### config.mk
export PLATFORM = sky130hd
export DESIGN_NAME = mips_muldiv_unit
export DESIGN_NICKNAME = d
export VERILOG_FILES = /design/src/rtl/mips_muldiv_pkg.sv /design/src/rtl/mips_abs_neg.sv /design/src/rtl/mips_muldiv_unit.sv
export SDC_FILE = /design/constraint.sdc
export NUM_CORES = 1
export LEC_CHECK = 0
export ABC_CLOCK_PERIOD_IN_PS = 4900
export BUFFER_PORTS_ARGS = -buffer_cell sky130_fd_sc_hd__buf_4
export CORE_MARGIN = 2
export CORE_UTILIZATION = 55
export CTS_CLUSTER_DIAMETER = 60
export DETAILED_ROUTE_END_ITERATION = 10
export PLACE_DENSITY = 0.81
export SKIP_LAST_GASP = 1
export SYNTH_ARGS = -nofsm -noshare
export SYNTH_HDL_FRONTEND = slang
export SYNTH_HIERARCHICAL = 1
export SYNTH_SLANG_ARGS = --single-unit
### constraint.sdc
create_clock -name clk -period 4.9 [get_ports clk]
set_input_delay 0.245 -clock clk [delete_from_list [all_inputs] [get_ports clk]]
set_output_delay 0.245 -clock clk [all_outputs]
set_load 0.02 [all_outputs]
### src/rtl/mips_muldiv_pkg.sv
// Shared constants and types for the iterative MIPS multiply/divide unit.
package mips_muldiv_pkg;

  localparam int unsigned WIDTH = 32;
  localparam int unsigned ITER  = WIDTH;

  localparam logic [1:0] OP_MULT  = 2'b00;
  localparam logic [1:0] OP_MULTU = 2'b01;
  localparam logic [1:0] OP_DIV   = 2'b10;
  localparam logic [1:0] OP_DIVU  = 2'b11;

  typedef enum logic [1:0] {
    IDLE = 2'd0,
    RUN  = 2'd1,
    FIX  = 2'd2
  } state_e;

endpackage

### src/rtl/mips_abs_neg.sv
// Combinational conditional two's-complement negate.
module mips_abs_neg #(
  parameter int unsigned W = 32
) (
  input  logic [W-1:0] a,
  input  logic         neg,
  output logic [W-1:0] y
);

  always_comb begin
    y = neg ? (~a + 1'b1) : a;
  end

endmodule

### src/rtl/mips_muldiv_unit.sv
// Iterative shift-add multiplier / restoring divider with HI/LO registers,
// one bit per cycle, start/busy/done handshake.
module mips_muldiv_unit #(
  parameter int unsigned      WIDTH   = mips_muldiv_pkg::WIDTH,
  parameter logic [WIDTH-1:0] DIV0_LO = '1
) (
  input  logic             clk,
  input  logic             rst,
  input  logic             start,
  input  logic [1:0]       op,
  input  logic [WIDTH-1:0] rs_data,
  input  logic [WIDTH-1:0] rt_data,
  input  logic             hi_we,
  input  logic             lo_we,
  input  logic [WIDTH-1:0] hi_lo_wdata,
  output logic             busy,
  output logic             done,
  output logic             div_by_zero,
  output logic [WIDTH-1:0] hi,
  output logic [WIDTH-1:0] lo
);

  import mips_muldiv_pkg::*;

  localparam int unsigned CW = $clog2(WIDTH);
  localparam int unsigned W2 = 2 * WIDTH;

  state_e           state_q, state_d;
  logic [CW-1:0]    cnt_q, cnt_d;
  logic             is_div_q, is_div_d;
  logic [WIDTH-1:0] opb_q, opb_d;
  logic [WIDTH-1:0] rs_raw_q, rs_raw_d;
  logic [W2-1:0]    acc_q, acc_d;
  logic             negq_q, negq_d;
  logic             negr_q, negr_d;
  logic             dz_q, dz_d;
  logic [WIDTH-1:0] hi_q, hi_d, lo_q, lo_d;
  logic             done_q, done_d;
  logic             dzo_q, dzo_d;

  logic             is_signed;
  logic             in_fix;
  logic [WIDTH-1:0] na_in, nb_in, na_y, nb_y;
  logic             na_neg, nb_neg;
  logic [W2-1:0]    prod_y;
  logic [WIDTH:0]   add_sum;
  logic [WIDTH+1:0] sub_trial;

  assign is_signed = ~op[0];
  assign in_fix    = (state_q == FIX);

  // The two operand negators are reused in FIX to sign-correct quotient and remainder.
  assign na_in  = in_fix ? acc_q[WIDTH-1:0] : rs_data;
  assign na_neg = in_fix ? negq_q : (is_signed & rs_data[WIDTH-1]);
  assign nb_in  = in_fix ? acc_q[W2-1:WIDTH] : rt_data;
  assign nb_neg = in_fix ? negr_q : (is_signed & rt_data[WIDTH-1]);

  mips_abs_neg #(.W(WIDTH)) u_neg_a (.a(na_in), .neg(na_neg), .y(na_y));
  mips_abs_neg #(.W(WIDTH)) u_neg_b (.a(nb_in), .neg(nb_neg), .y(nb_y));
  mips_abs_neg #(.W(W2))    u_neg_p (.a(acc_q), .neg(negq_q), .y(prod_y));

  assign add_sum   = {1'b0, acc_q[W2-1:WIDTH]} + {1'b0, opb_q};
  assign sub_trial = {1'b0, acc_q[W2-1:WIDTH-1]} - {2'b00, opb_q};

  always_comb begin
    state_d  = state_q;
    cnt_d    = cnt_q;
    is_div_d = is_div_q;
    opb_d    = opb_q;
    rs_raw_d = rs_raw_q;
    acc_d    = acc_q;
    negq_d   = negq_q;
    negr_d   = negr_q;
    dz_d     = dz_q;
    hi_d     = hi_q;
    lo_d     = lo_q;
    done_d   = 1'b0;
    dzo_d    = 1'b0;

    unique case (state_q)
      IDLE: begin
        if (start) begin
          state_d  = RUN;
          cnt_d    = '0;
          is_div_d = op[1];
          opb_d    = nb_y;
          rs_raw_d = rs_data;
          acc_d    = {{WIDTH{1'b0}}, na_y};
          negq_d   = is_signed & (rs_data[WIDTH-1] ^ rt_data[WIDTH-1]);
          negr_d   = is_signed & rs_data[WIDTH-1];
          dz_d     = op[1] & (rt_data == '0);
        end else begin
          if (hi_we) hi_d = hi_lo_wdata;
          if (lo_we) lo_d = hi_lo_wdata;
        end
      end
      RUN: begin
        if (is_div_q) begin
          // Restoring step: shifted partial remainder is WIDTH+1 bits wide.
          if (sub_trial[WIDTH+1:WIDTH] == 2'b00)
            acc_d = {sub_trial[WIDTH-1:0], acc_q[WIDTH-2:0], 1'b1};
          else
            acc_d = {acc_q[W2-2:0], 1'b0};
        end else begin
          if (acc_q[0])
            acc_d = {add_sum, acc_q[WIDTH-1:1]};
          else
            acc_d = {1'b0, acc_q[W2-1:1]};
        end
        cnt_d = cnt_q + 1'b1;
        if (cnt_q == CW'(WIDTH - 1)) state_d = FIX;
      end
      FIX: begin
        state_d = IDLE;
        done_d  = 1'b1;
        if (dz_q) begin
          lo_d  = DIV0_LO;
          hi_d  = rs_raw_q;
          dzo_d = 1'b1;
        end else if (is_div_q) begin
          lo_d = na_y;
          hi_d = nb_y;
        end else begin
          {hi_d, lo_d} = prod_y;
        end
      end
      default: state_d = IDLE;
    endcase
  end

  always_ff @(posedge clk) begin
    if (rst) begin
      state_q  <= IDLE;
      cnt_q    <= '0;
      is_div_q <= 1'b0;
      opb_q    <= '0;
      rs_raw_q <= '0;
      acc_q    <= '0;
      negq_q   <= 1'b0;
      negr_q   <= 1'b0;
      dz_q     <= 1'b0;
      hi_q     <= '0;
      lo_q     <= '0;
      done_q   <= 1'b0;
      dzo_q    <= 1'b0;
    end else begin
      state_q  <= state_d;
      cnt_q    <= cnt_d;
      is_div_q <= is_div_d;
      opb_q    <= opb_d;
      rs_raw_q <= rs_raw_d;
      acc_q    <= acc_d;
      negq_q   <= negq_d;
      negr_q   <= negr_d;
      dz_q     <= dz_d;
      hi_q     <= hi_d;
      lo_q     <= lo_d;
      done_q   <= done_d;
      dzo_q    <= dzo_d;
    end
  end

  assign busy        = (state_q != IDLE);
  assign done        = done_q;
  assign div_by_zero = dzo_q;
  assign hi          = hi_q;
  assign lo          = lo_q;

endmodule

After elaboration in Yosys (flattened, before gate mapping)
Cells that the tools add are included.
Widths: inputs -> output; s select.
{ "op_classes": {"n_bitwise": 10, "n_mux": 29, "n_eq_ne": 8, "addsub": 6, "reduce_logical": 12} }
{ "ops": {"columns": ["cell", "n"], "rows": [
  ["$mux 32", 12],
  ["$mux 64", 5],
  ["$pmux 32 s2", 2],
  ["$pmux 64 s2", 1],
  ["$add 32x1->32 const B", 2],
  ["$add 64x1->64 const B", 1],
  ["$not 32->32", 2],
  ["$not 64->64", 1],
  ["$sub 33x32->34", 1],
  ["$add 32x32->33", 1],
  ["$logic_not 32->1", 1],
  ["$ne 2x2->1 const B", 5],
  ["$pmux 5 s2", 1],
  ["$reduce_and 2->1", 3],
  ["$reduce_and 3->1", 2],
  ["$reduce_bool 2->1", 3],
  ["$add 5x1->5 const B", 1],
  ["$eq 5x5->1 const B", 1],
  ["$mux 5", 1],
  ["$and 1x1->1", 4],
  ["$logic_not 2->1", 2],
  ["$mux 1", 4],
  ["$mux 2", 2],
  ["$pmux 2 s2", 1],
  ["other kinds (5)", 6]
]} }
{ "word_totals": {"input_bits": 103, "output_inout_bits": 67, "word_cells": 78, "ff_bits": 205} }

Depth between registers and ports, before layout
Gate-level depths: netlist of the first run.
{ "depth": {"word_depth": 8, "depth_mapped": 17, "mapped_depth_nobuf": 13} }

By module
The synthesis of the first run kept the hierarchy.
{ "modules_own_cells": {"columns": ["mod", "seq_area_each_um2", "area_per_inst_um2", "cells_per_inst", "n_inst"], "rows": [
  ["mips_muldiv_unit", 4103.9, 14726.6, 2039, 1],
  ["mips_abs_neg (u_neg_p)", 0.0, 1649.1, 206, 1],
  ["mips_abs_neg (u_neg_a ...)", 0.0, 777.0, 99, 2]
]} }

Worst setup path before layout of the first run
No wires, ideal clock.
{ "synth_timing": {"kind": "register to register", "startpoint": "register acc_q[31]", "endpoint": "register acc_q[47]", "path_slack_ns": 1.789, "t_required_ns": 4.783, "setup_ns": 0.117, "path_buffers": 2, "arrival_time_ns": 2.993, "stages_incl_launch_ff": 16, "path_cell_list": "dfxtp_1 -> inv_1 -> ha_1 -> inv_1 -> fa_1 -> a211oi_1 -> o21ai_1 -> o211a_1 -> o211ai_2 -> a21oi_4 -> o32a_1 -> buf_6 -> a21oi_4 -> buf_6 -> o211ai_1 -> a32o_1"} }
{ "synth_via": {"elab_chain_cells": 5} }
{ "synth_lines": {"columns": ["item", "line", "text"], "rows": [
  ["from (decl)", "mips_muldiv_unit.sv:33", "logic [W2-1:0] acc_q, acc_d;"],
  ["from (signal assigned)", "mips_muldiv_unit.sv:138", "acc_q <= '0;"],
  ["from (signal assigned)", "mips_muldiv_unit.sv:152", "acc_q <= acc_d;"],
  ["$sub 33x32->34 (*)", "mips_muldiv_unit.sv:63", "assign sub_trial = {1'b0, acc_q[W2-1:WIDTH-1]} - {2'b00, opb_q};"],
  ["$logic_not 2->1", "mips_muldiv_unit.sv:100", "if (sub_trial[WIDTH+1:WIDTH] == 2'b00)"],
  ["$mux 64 (*)", "mips_muldiv_unit.sv:100", null],
  ["$mux 64 (*)", "mips_muldiv_unit.sv:98", "if (is_div_q) begin"],
  ["$pmux 64 s2 (*)", "mips_muldiv_unit.sv:80", "unique case (state_q)"]
]} }
Mark *: on every way between the ends. The rest lies on a longest branch, timed or not.
A chain may end at the register's enable or synchronous reset.

Final worst setup path of the first run
{ "layout_timing": {"startpoint": "register acc_q[31]", "endpoint": "register acc_q[50]"} }
Same word-level chain as after synthesis.

==> results of run 1 <==
## through the flow
step	utilization [%]	std cells	hold slack, ns	worst slack [ns]	total power [uW]
after global routing	64.4	3019	0.00253	0.475	5830
final	64.4	3020	0.00524	0.656	5630
after CTS	64.4	3018	0.00128	0.822	5570
after detailed placement	60.1	2918	0.447	0.866	3630
after floorplan	-	2443	0.381	1.79	3100
after global placement	60.1	2918	0.442	0.959	3600
## cell usage after synthesis (9+ instances only)
library cell	n	area share, %
nand2_1	600	13
dfxtp_1	205	23
a21oi_1	183	5.1
xnor2_1	147	7.2
clkbuf_1	136	2.8
o21ai_0	135	3.8
nor2_1	99	2.1
ha_1	69	4.8
a311oi_1	67	3.3
inv_1	62	1.3
a211oi_1	50	2.1
o31ai_1	46	1.9
mux2i_1	43	2.4
nor2b_1	41	1.4
mux2_2	35	2.2
o211ai_1	35	1.5
o221ai_1	34	1.7
a21o_1	31	1.3
nand3_1	27	0.75
nor3_1	26	0.73
nand2b_1	25	0.87
o41ai_1	21	1.0
nand4_1	20	0.70
xor2_1	20	0.98
or3_1	19	0.66
buf_1	17	0.36
nor4_1	14	0.49
or2_2	14	0.49
o41ai_2	12	1.1
a32o_1	11	0.61
and3_1	9	0.31
nor4_4	9	1.1
or4_1	9	0.38
## flip-flops by register name, indices dropped and copies added (netlist names)
register,count
negr_q,1
cnt_q,5
dz_q,1
done,1
rs_raw_q,32
div_by_zero,1
acc_q,64
state_q,2
opb_q,32
lo,32
hi,32
is_div_q,1
negq_q,1
## metal layers
metal	share of wire (%)	GRT usage [%]
met3	9.7	5.51
met4	4.8	17.2
met2	45	59.7
met5	0.024	0
met1	41	48.1
## kinds of logic after synthesis
family | Yosys count
DFF | 205
buffers and inverters | 232
AOI/OAI and AO/OA | 725
xor gates and xnor gates | 167
and+or+nand+nor | 965
muxes | 78
adders and majority gates | 71
## critical path, stage by stage (launching register included)
cell and delay (ns):
dfxtp_1 0.39, inv_1 0.18, ha_1 0.20, inv_1 0.06
fa_1 0.41, a211oi_1 0.31, o21ai_1 0.21, o211a_1 0.30
o211ai_2 0.26, a21o_1 0.21, nand3_1 0.52, o21ai_2 0.57
mux2i_1 0.16, a221o_1 0.33
## worst max path at each step
stage | to | slack (ns)
floorplan | acc_q[47] | 1.79
global placement | acc_q[50] | 0.96
global route | acc_q[50] | 0.48
CTS | acc_q[50] | 0.82
detailed placement | acc_q[50] | 0.87
finish | acc_q[50] | 0.66
## cells in the final DEF, fill, tap and decap left out, types with 7 or more instances in the layout
cell type | netlist | routed
o21a_1 | 8 | 8
o211ai_1 | 35 | 35
o41ai_1 | 21 | 21
o21ai_0 | 135 | 134
nor4_1 | 14 | 14
nor2_1 | 99 | 96
nor4_4 | 9 | 9
and3_1 | 9 | 9
nand4_1 | 20 | 20
mux2i_1 | 43 | 43
a211oi_1 | 50 | 50
clkbuf_8 | 0 | 7
inv_1 | 62 | 62
dfxtp_1 | 205 | 202
o41ai_2 | 12 | 12
a311oi_1 | 67 | 67
xnor2_1 | 147 | 147
o31ai_1 | 46 | 46
mux2_2 | 35 | 35
o21bai_1 | 8 | 8
a21oi_1 | 183 | 183
clkbuf_16 | 0 | 27
o221ai_1 | 34 | 34
ha_1 | 69 | 69
a32o_1 | 11 | 11
nand2_1 | 600 | 600
or4_1 | 9 | 9
nor2b_1 | 41 | 39
dlygate4sd3_1 | 0 | 52
a21o_1 | 31 | 31
and2_1 | 8 | 8
nand3_1 | 27 | 27
nand2b_1 | 25 | 23
or2_2 | 14 | 13
or3_1 | 19 | 19
buf_4 | 4 | 198
xor2_1 | 20 | 20
nor3_1 | 26 | 26
## power by group through the flow
stage	Clock (uW)	Combinational, uW	Sequential, uW
finish	1930	1770	1930
global route	2010	1890	1940
CTS	1930	1720	1920
detailed placement	0	1680	1950
global placement	0	1650	1950
floorplan	0	1170	1930
## cell type report
| class | instances | area (um2) |
|---|---|---|
| sequential | 205 | 4110 |
| multi-input combinational | 2006 | 13000 |
| timing repair buffer | 253 | 2060 |
| clock inverter | 9 | 70.1 |
| tap | 442 | 553 |
| clock buffer | 39 | 791 |
| inverter | 64 | 240 |
| antenna | 2 | 5.00 |
| fill | 2810 | 11500 |
==> qor.csv, run 1 <==
metric,value,unit
antenna_found_initial,2,
r2r_setup_slack,0.66,ns
synth_area,17900,um2
period_minus_slack,4.24,ns
ir_drop,0.264,mV
finalInstanceArea,20800,um2
routedWlPerCell,21.6,um
cts_hold_buf,52,
max_slew_margin,28.3,%
grt_pass1_vias,18500,
place_congestion,1.00,
drive_gt1_share,14.7,%
core-area,32300,um2
worst_setup_path_end_kind,flip-flop,
p_leak,0.00804,uW
cts_buffers,26,
finalHoldViolCount,0,
place_area,19400,um2
status,"complete, no violations",
cts_resized,0,
seq_power_share,34.2,%
drt_iter0_drc,2208,
cts.sinks,205,
critPathMaxFanout,15,
grt_pass1_wl,101000,um
clk_path_buf_depth,3,
synth_flop_cell,dfxtp_1,
dieHeight,185,um
yosys.area_share.adder,5.04,%
hold_class,primary input to flip-flop,
cts_setup_buffers,0,
synth.area.mux_share,4.60,%
root_buffer,clkbuf_16,
ys_warn_count,6,
synth_top_family_by_area,compound AO/OA/AOI/OAI gates,
overflow,0,
p_clk_share,34.4,%
required,5.33,ns
synth_fp_nets,2617,
rows,66,
drt_pass1_iterations,5,
ys_ff_latch,205,
hold_end,hi[1],
post-route-period-util,86.6,%
fin_skew,0.0138,ns
synth_xor_xnor_area_share,8.16,%
synth_edf_count,0,
synth_compound_area_share,28.8,%
synthCells,2443,
drt-total-wl,65400,um
rsz0062_at_grt,false,
maxCapViolCount,0,
setup_viol,0,
worst_slew_pin_slew,1.08,ns
p_switching,2030,uW
startpoint_type,flip-flop,
pin_count,170,
holdPathStages,3,
grt_max_degree,115,
crit_arrival,4.67,ns
die_x,185,um
maxSlewViolCount,0,
track_usage,36.8,%
ys_seq_area_share,22.9,%
r2r_start,acc_q[31],
cp-startpoint,acc_q[31],
async_flop_share,0,%
clk_latency,0.55,ns
clkTransAtPathRegs,0.06,ns
ys_types,96,
tritoncts,done,
worst-setup-path-type,flip-flop to flip-flop,
pwr_density_cell,271,nW/um2
rr_worst_depth,13,
dieArea,34100,um2
rr_endpoint,acc_q[50],
synth.avg_cell_area,7.34,um2
start_util,55.5,%
yosys.area_share.simple,25.4,%
ant_nets,0,
drc,0,
p_sw_share,36.1,%
cts_htree_levels,1,
vias,19800,
power.internal,3590,uW
nNetsFinal,2730,
port_buffers,169,
fmaxAchievable,236,MHz
syn_to_final_growth,15.9,%
min_from,hi_lo_wdata[1],
setup_tns,0,ns
pwr-share-comb,31.4,%
dp_hpwl,45800,um
post_drt_via_cell_ratio,6.56,
(Power assumes the default switching activity.)
==> run 2: changes to the inputs <==
CORE_UTILIZATION = 60   (was 55)
PLACE_DENSITY = 0.87   (was 0.81)
==> run 2 against run 1 <==
  * Non-clock buffer count down 2
  * Critical endpoint is now acc_q[56]
  * Worst hold slack improved by 0.0013 ns
  * Critical path depth decreased by 3
  * Critical path type unchanged
  * Clock power down 6%
  * Largest cell class unchanged
  * Wire length shrank 0.26%
==> qor.csv, run 2 (synthesized netlist as in run 1, its figures left out) <==
metric,value,unit,change
status,"complete, no violations",,
startpoint_type,flip-flop,,
post-route-period-util,82.8,%,-3.8 points
clk_latency,0.54,ns,about the same
rr_worst_depth,10,,-3
vias,19800,,-0.030%
worst_slew_pin_slew,1.17,ns,+0.0924 ns
final_cells,2960,,-2.0%
setup_viol,0,,unchanged
power.internal,3520,uW,-2.0%
fmaxAchievable,246,MHz,+4.6%
fin_skew,0.0237,ns,+0.00994 ns
overflow,0,,unchanged
hold_class,primary input to flip-flop,,
track_usage,40.0,%,+3.1 points
hold_end,rs_raw_q[30],,
min_from,rs_data[30],,
p_clk_share,33.1,%,-1.3 points
dp_cells,2878,,-1.4%
drt-total-wl,65200,um,-0.26%
root_buffer,clkbuf_16,,
cts.sinks,205,,unchanged
dieArea,31300,um2,-8.2%
p_sw_share,36.1,%,-0.047 points
routedWlPerCell,22.0,um,+1.8%
cts_setup_buffers,0,,unchanged
maxCapViolCount,0,,unchanged
place_congestion,0.993,,-1.1%
final_util,69.7,%,+5.3 points
drt_iter0_drc,2488,,+13%
finalInstanceArea,20600,um2,-0.89%
drc,0,,unchanged
maxSlewViolCount,0,,unchanged
seq_power_share,34.9,%,+0.7 points
largest_reg_flops,64,,unchanged
pwr_density_cell,267,nW/um2,-1.2%
grt_max_degree,129,,+12%
final_common_cell,nand2_1,,
mostFrequentLayoutCells,"600 x nand2_1, 209 x buf_4, 202 x dfxtp_1",,
critPathSlowestCell,o21ai_0,,
ant_nets,0,,unchanged
r2r_setup_slack,0.84,ns,+0.19 ns
critPathMaxFanout,11,,-4
rr_endpoint,acc_q[56],,
pwr-share-comb,32.0,%,+0.6 points
start_util,60.7,%,+5.1 points
antenna_found_initial,0,,-2
port_buffers,169,,unchanged
cts_htree_levels,1,,unchanged
r2r_start,acc_q[34],,
grt_pass1_vias,18500,,-0.054%
path_common_cell,o21ai_0,,
syn_to_final_growth,14.9,%,
rsz0062_at_grt,false,,
clk_path_buf_depth,3,,unchanged
crit_chain,"ha_1, o21ai_0, o21ai_0, a21oi_1, o21ai_0, a21boi_0, o41ai_1, xnor2_1, o21ai_0, a32o_1",,
finalHoldViolCount,0,,unchanged
worst-setup-path-type,flip-flop to flip-flop,,
worst_setup_path_end_kind,flip-flop,,
slowest_delay,0.76,ns,+0.19 ns
setup_tns,0,ns,unchanged
cts_buffers,24,,-7.7%
post_drt_via_cell_ratio,6.69,,+2.0%
cts_resized,0,,unchanged
drt_pass1_iterations,6,,+1
crit_arrival,4.48,ns,-0.19 ns
core-area,29600,um2,-8.5%
cts_hold_buf,38,,-27%
dieHeight,177,um,-4.2%
ir_drop,0.174,mV,-34%
holdPathStages,3,,unchanged
pin_count,170,,unchanged
num-fill-cells,2397,,-15%
clkTransAtPathRegs,0.06,ns,about the same
tritoncts,done,,
max_slew_margin,22.1,%,-6.2 points
antenna-diode-count,0,,-2
p_leak,0.00800,uW,-0.48%
p_switching,1990,uW,-2.2%
drive_gt1_share,15.0,%,+0.35 points
place_area,19400,um2,+0.17%
period_minus_slack,4.06,ns,-0.187 ns
die_x,177,um,-4.2%
grt_pass1_wl,100000,um,-0.18%
dp_hpwl,46300,um,+1.2%
largest-register,acc_q,,
required,5.32,ns,about the same
nNetsFinal,2726,,-0.15%
rows,63,,-4.5%
[run 2: worst max path at each step]
stage	startpoint	end	slack, ns
floorplan	acc_q[31]	acc_q[47]	1.79
global placement	acc_q[33]	acc_q[63]	1.04
detailed placement	acc_q[33]	acc_q[63]	1.07
CTS	acc_q[34]	acc_q[56]	1.03
global route	acc_q[34]	acc_q[56]	0.70
finish	acc_q[34]	acc_q[56]	0.84
[run 2: layout make-up]
class	count	area, um2	area share, %
clock buffer	34	699	3.40
clock inverter	10	88.8	0.431
inverter	64	240	1.17
multi-input combinational	2006	13000	62.9
sequential	205	4110	20.0
tap	390	488	2.37
timing repair buffer	251	2020	9.81
[run 2: per-stage QoR]
step | setup WS, ns | total power [uW] | hold slack, ns
final | 0.842 | 5510 | 0.00657
after global routing | 0.701 | 5700 | 0.0142
after CTS | 1.03 | 5450 | 0.000471
after detailed placement | 1.07 | 3620 | 0.447
after global placement | 1.04 | 3590 | 0.442
after floorplan | 1.79 | 3100 | 0.381
[run 2: critical path, delay by kind of cell, from the launching register on]
kind,cells,cell delay [ns]
AO/OA/AOI/OAI,8,2.76
XOR/XNOR,1,0.16
adder cells (fa/ha/maj),1,0.34
flip-flops,1,0.68
[run 2: metal layers]
layer,track usage (%),wire length (um)
met1,51.1,25400
met4,19.0,3480
met3,5.84,6390
met2,66.2,29900
met5,0,0
[run 2: power groups by stage]
stage / Clock (uW) / Sequential, uW / Combinational [uW]
2_1_floorplan: 0 / 1930 / 1170
3_3_place_gp: 0 / 1950 / 1650
3_5_place_dp: 0 / 1950 / 1670
4_1_cts: 1820 / 1910 / 1710
5_1_grt: 1890 / 1930 / 1880
6_report: 1820 / 1920 / 1760
==> run 3: changes to the inputs <==
ABC_CLOCK_PERIOD_IN_PS = 3700   (was 4900)
CORE_UTILIZATION = 56   (was 60)
PLACE_DENSITY = 0.85   (was 0.87)
clock period = 3.7 ns   (was 4.9 ns; I/O delays follow)
==> run 3 against run 2 <==
  * Clock-buffer cell count fell by 2
  * Sequential share of layout area fell by 0.87 points
  * First-iteration DRC count rose by 9.2%
  * Sequential cell count did not move
  * Cell area rose by 4.5%
  * Critical path depth rose by 3
  * Total power rose by 41%
  * Worst hold slack improved by 0.053 ns
  * Critical endpoint is now acc_q[52]
  * Highest routed layer unchanged
==> qor.csv, run 3 (synthesized netlist as in run 1, its figures left out) <==
metric,value,unit,change
largest_reg_flops,64,,unchanged
port_buffers,169,,unchanged
cts_buffers,27,,+13%
timing.final.ws_setup,0.166,ns,-0.677 ns
rows,65,,+3.2%
route.met3.wl,7440,um,+16%
clk_path_buf_depth,3,,unchanged
dp_hpwl,47100,um,+1.6%
post_drt_via_cell_ratio,6.72,,+0.44%
largest-register,acc_q,,
maxCapViolCount,0,,unchanged
grt_max_degree,104,,-19%
drt_iter0_drc,2716,,+9.2%
setup_tns,0,ns,unchanged
top_layer,met4,,
dp_slack,0.253,ns,-0.815 ns
p_clk_share,35.3,%,+2.2 points
pwr_density_cell,360,nW/um2,+35%
core-area,31600,um2,+6.8%
vias,20600,,+3.9%
critPathMaxFanout,9,,-2
drt_pass1_iterations,6,,unchanged
mostFrequentLayoutCells,"600 x nand2_1, 258 x buf_4, 202 x dfxtp_1",,
p_switching,2770,uW,+40%
clk_latency,0.56,ns,+0.02 ns
max_slew_margin,31.3,%,+9.1 points
drc,0,,unchanged
pin_count,170,,unchanged
rsz0062_at_grt,true,,
grt_pass1_vias,19500,,+5.5%
setup_viol,0,,unchanged
drive_gt1_share,17.0,%,+2.0 points
worst-setup-path-type,flip-flop to flip-flop,,
ir_drop,0.337,mV,+93%
cts.sinks,205,,unchanged
p_leak,0.00850,uW,+6.2%
antenna_found_initial,2,,+2
drt-total-wl,68000,um,+4.4%
grt_pass1_wl,106000,um,+5.4%
dr_wl_met2,30600,um,+2.5%
maxSlewViolCount,0,,unchanged
fmaxAchievable,283,MHz,+15%
post-route-period-util,95.5,%,+13 points
r2r_setup_slack,0.17,ns,-0.68 ns
finalHoldViolCount,0,,unchanged
root_buffer,clkbuf_16,,
nNetsFinal,2812,,+3.2%
hold_class,primary input to flip-flop,,
clkTransAtPathRegs,0.06,ns,about the same
ant_nets,0,,unchanged
seq_power_share,32.5,%,-2.4 points
status,"complete, no violations",,
m1WireLength,25900,um,+1.8%
track_usage,39.1,%,-0.86 points
power.internal,4980,uW,+41%
start_util,56.8,%,-3.8 points
place_congestion,1.05,,+5.8%
crit_arrival,4.03,ns,-0.45 ns
dieHeight,183,um,+3.4%
required,4.20,ns,-1.12 ns
final_common_cell,nand2_1,,
overflow,0,,unchanged
syn_to_final_growth,20.1,%,
dieArea,33500,um2,+7.0%
startpoint_type,flip-flop,,
pwr-share-comb,32.2,%,+0.2 points
worst_slew_pin_slew,1.03,ns,-0.139 ns
period_minus_slack,3.53,ns,-0.523 ns
worst_setup_path_end_kind,flip-flop,,
cts_htree_levels,1,,unchanged
die_x,183,um,+3.4%
routedWlPerCell,22.2,um,+0.90%
p_sw_share,35.8,%,-0.31 points
tritoncts,done,,
fin_skew,0.0126,ns,-0.0111 ns
## run 3: changes by cell type in the layout (fill, tap and decap cells not counted), sizes merged
| cell | before | now |
|---|---|---|
| clkbuf | 34 | 32 |
| dlygate4sd3 | 38 | 68 |
| inv | 64 | 66 |
| bufinv | 1 | 3 |
| diode | 0 | 2 |
| buf | 213 | 266 |
| clkinv | 8 | 11 |
## run 3: timing repair
| action | CTS | global route |
|---|---|---|
| gates resized for setup | 0 | 5 |
| setup buffers | 0 | 1 |
| hold buffers | 68 | 0 |
| hold endpoints to repair | 81 | 0 |
| endpoints found under the setup margin | 0 | 7 |
## run 3: power groups by stage
stage	logic (uW)	registers [uW]	clock network (uW)
detailed placement	2330	2550	0
floorplan	1550	2560	0
global placement	2280	2540	0
finish	2500	2520	2740
CTS	2400	2510	2740
global route	2650	2530	2820
## run 3: cell type report
class	instances	area [um2]
inverters	64	240
diodes	2	5.00
repair buffers	334	2770
well taps	402	503
fillers	2504	10000
flip-flops and latches	205	4110
clock inverters	17	185
clock buffers	32	734
multi-input cells	2006	13000
## run 3: worst max-delay path, stage by stage, from the launching register on
cell      delay [ns]
dfxtp_1         0.31
inv_1           0.14
ha_1            0.19
inv_1           0.05
fa_1            0.44
a211oi_1        0.25
o21ai_1         0.20
o211a_1         0.31
o211ai_2        0.30
a21o_1          0.23
nand2_1         0.28
or3_1           0.46
a22oi_1         0.16
a221o_1         0.16
## run 3: per-stage QoR
stage               utilization, %  hold WS [ns]  instance area [um2]  instances  power, uW
global route                  68.2        0.0762                21500       3062       8010
global placement              63.0         0.442                19900       2942       4830
detailed placement            63.0         0.447                19900       2942       4880
finish                        68.2        0.0597                21500       3062       7760
floorplan                        -         0.321                17900       2443       4110
CTS                           68.1        0.0377                21500       3059       7650
## run 3: final timing paths
kind / start / to / cells after the start
worst max-delay path: acc_q[31] / acc_q[52] / 13
worst min-delay path: rt_data[18] / dz_q / 4
worst max register to register: acc_q[31] / acc_q[52] / 13
worst min register to register: lo[19] / lo[19] / 2
## run 3: metal layers
| layer | GRT usage (%) | vias to the layer above |
|---|---|---|
| li1 | - | 9224 |
| met3 | 7.41 | 341 |
| met4 | 20.1 | 0 |
| met1 | 49.3 | 9543 |
| met5 | 0 | - |
| met2 | 63.8 | 1462 |
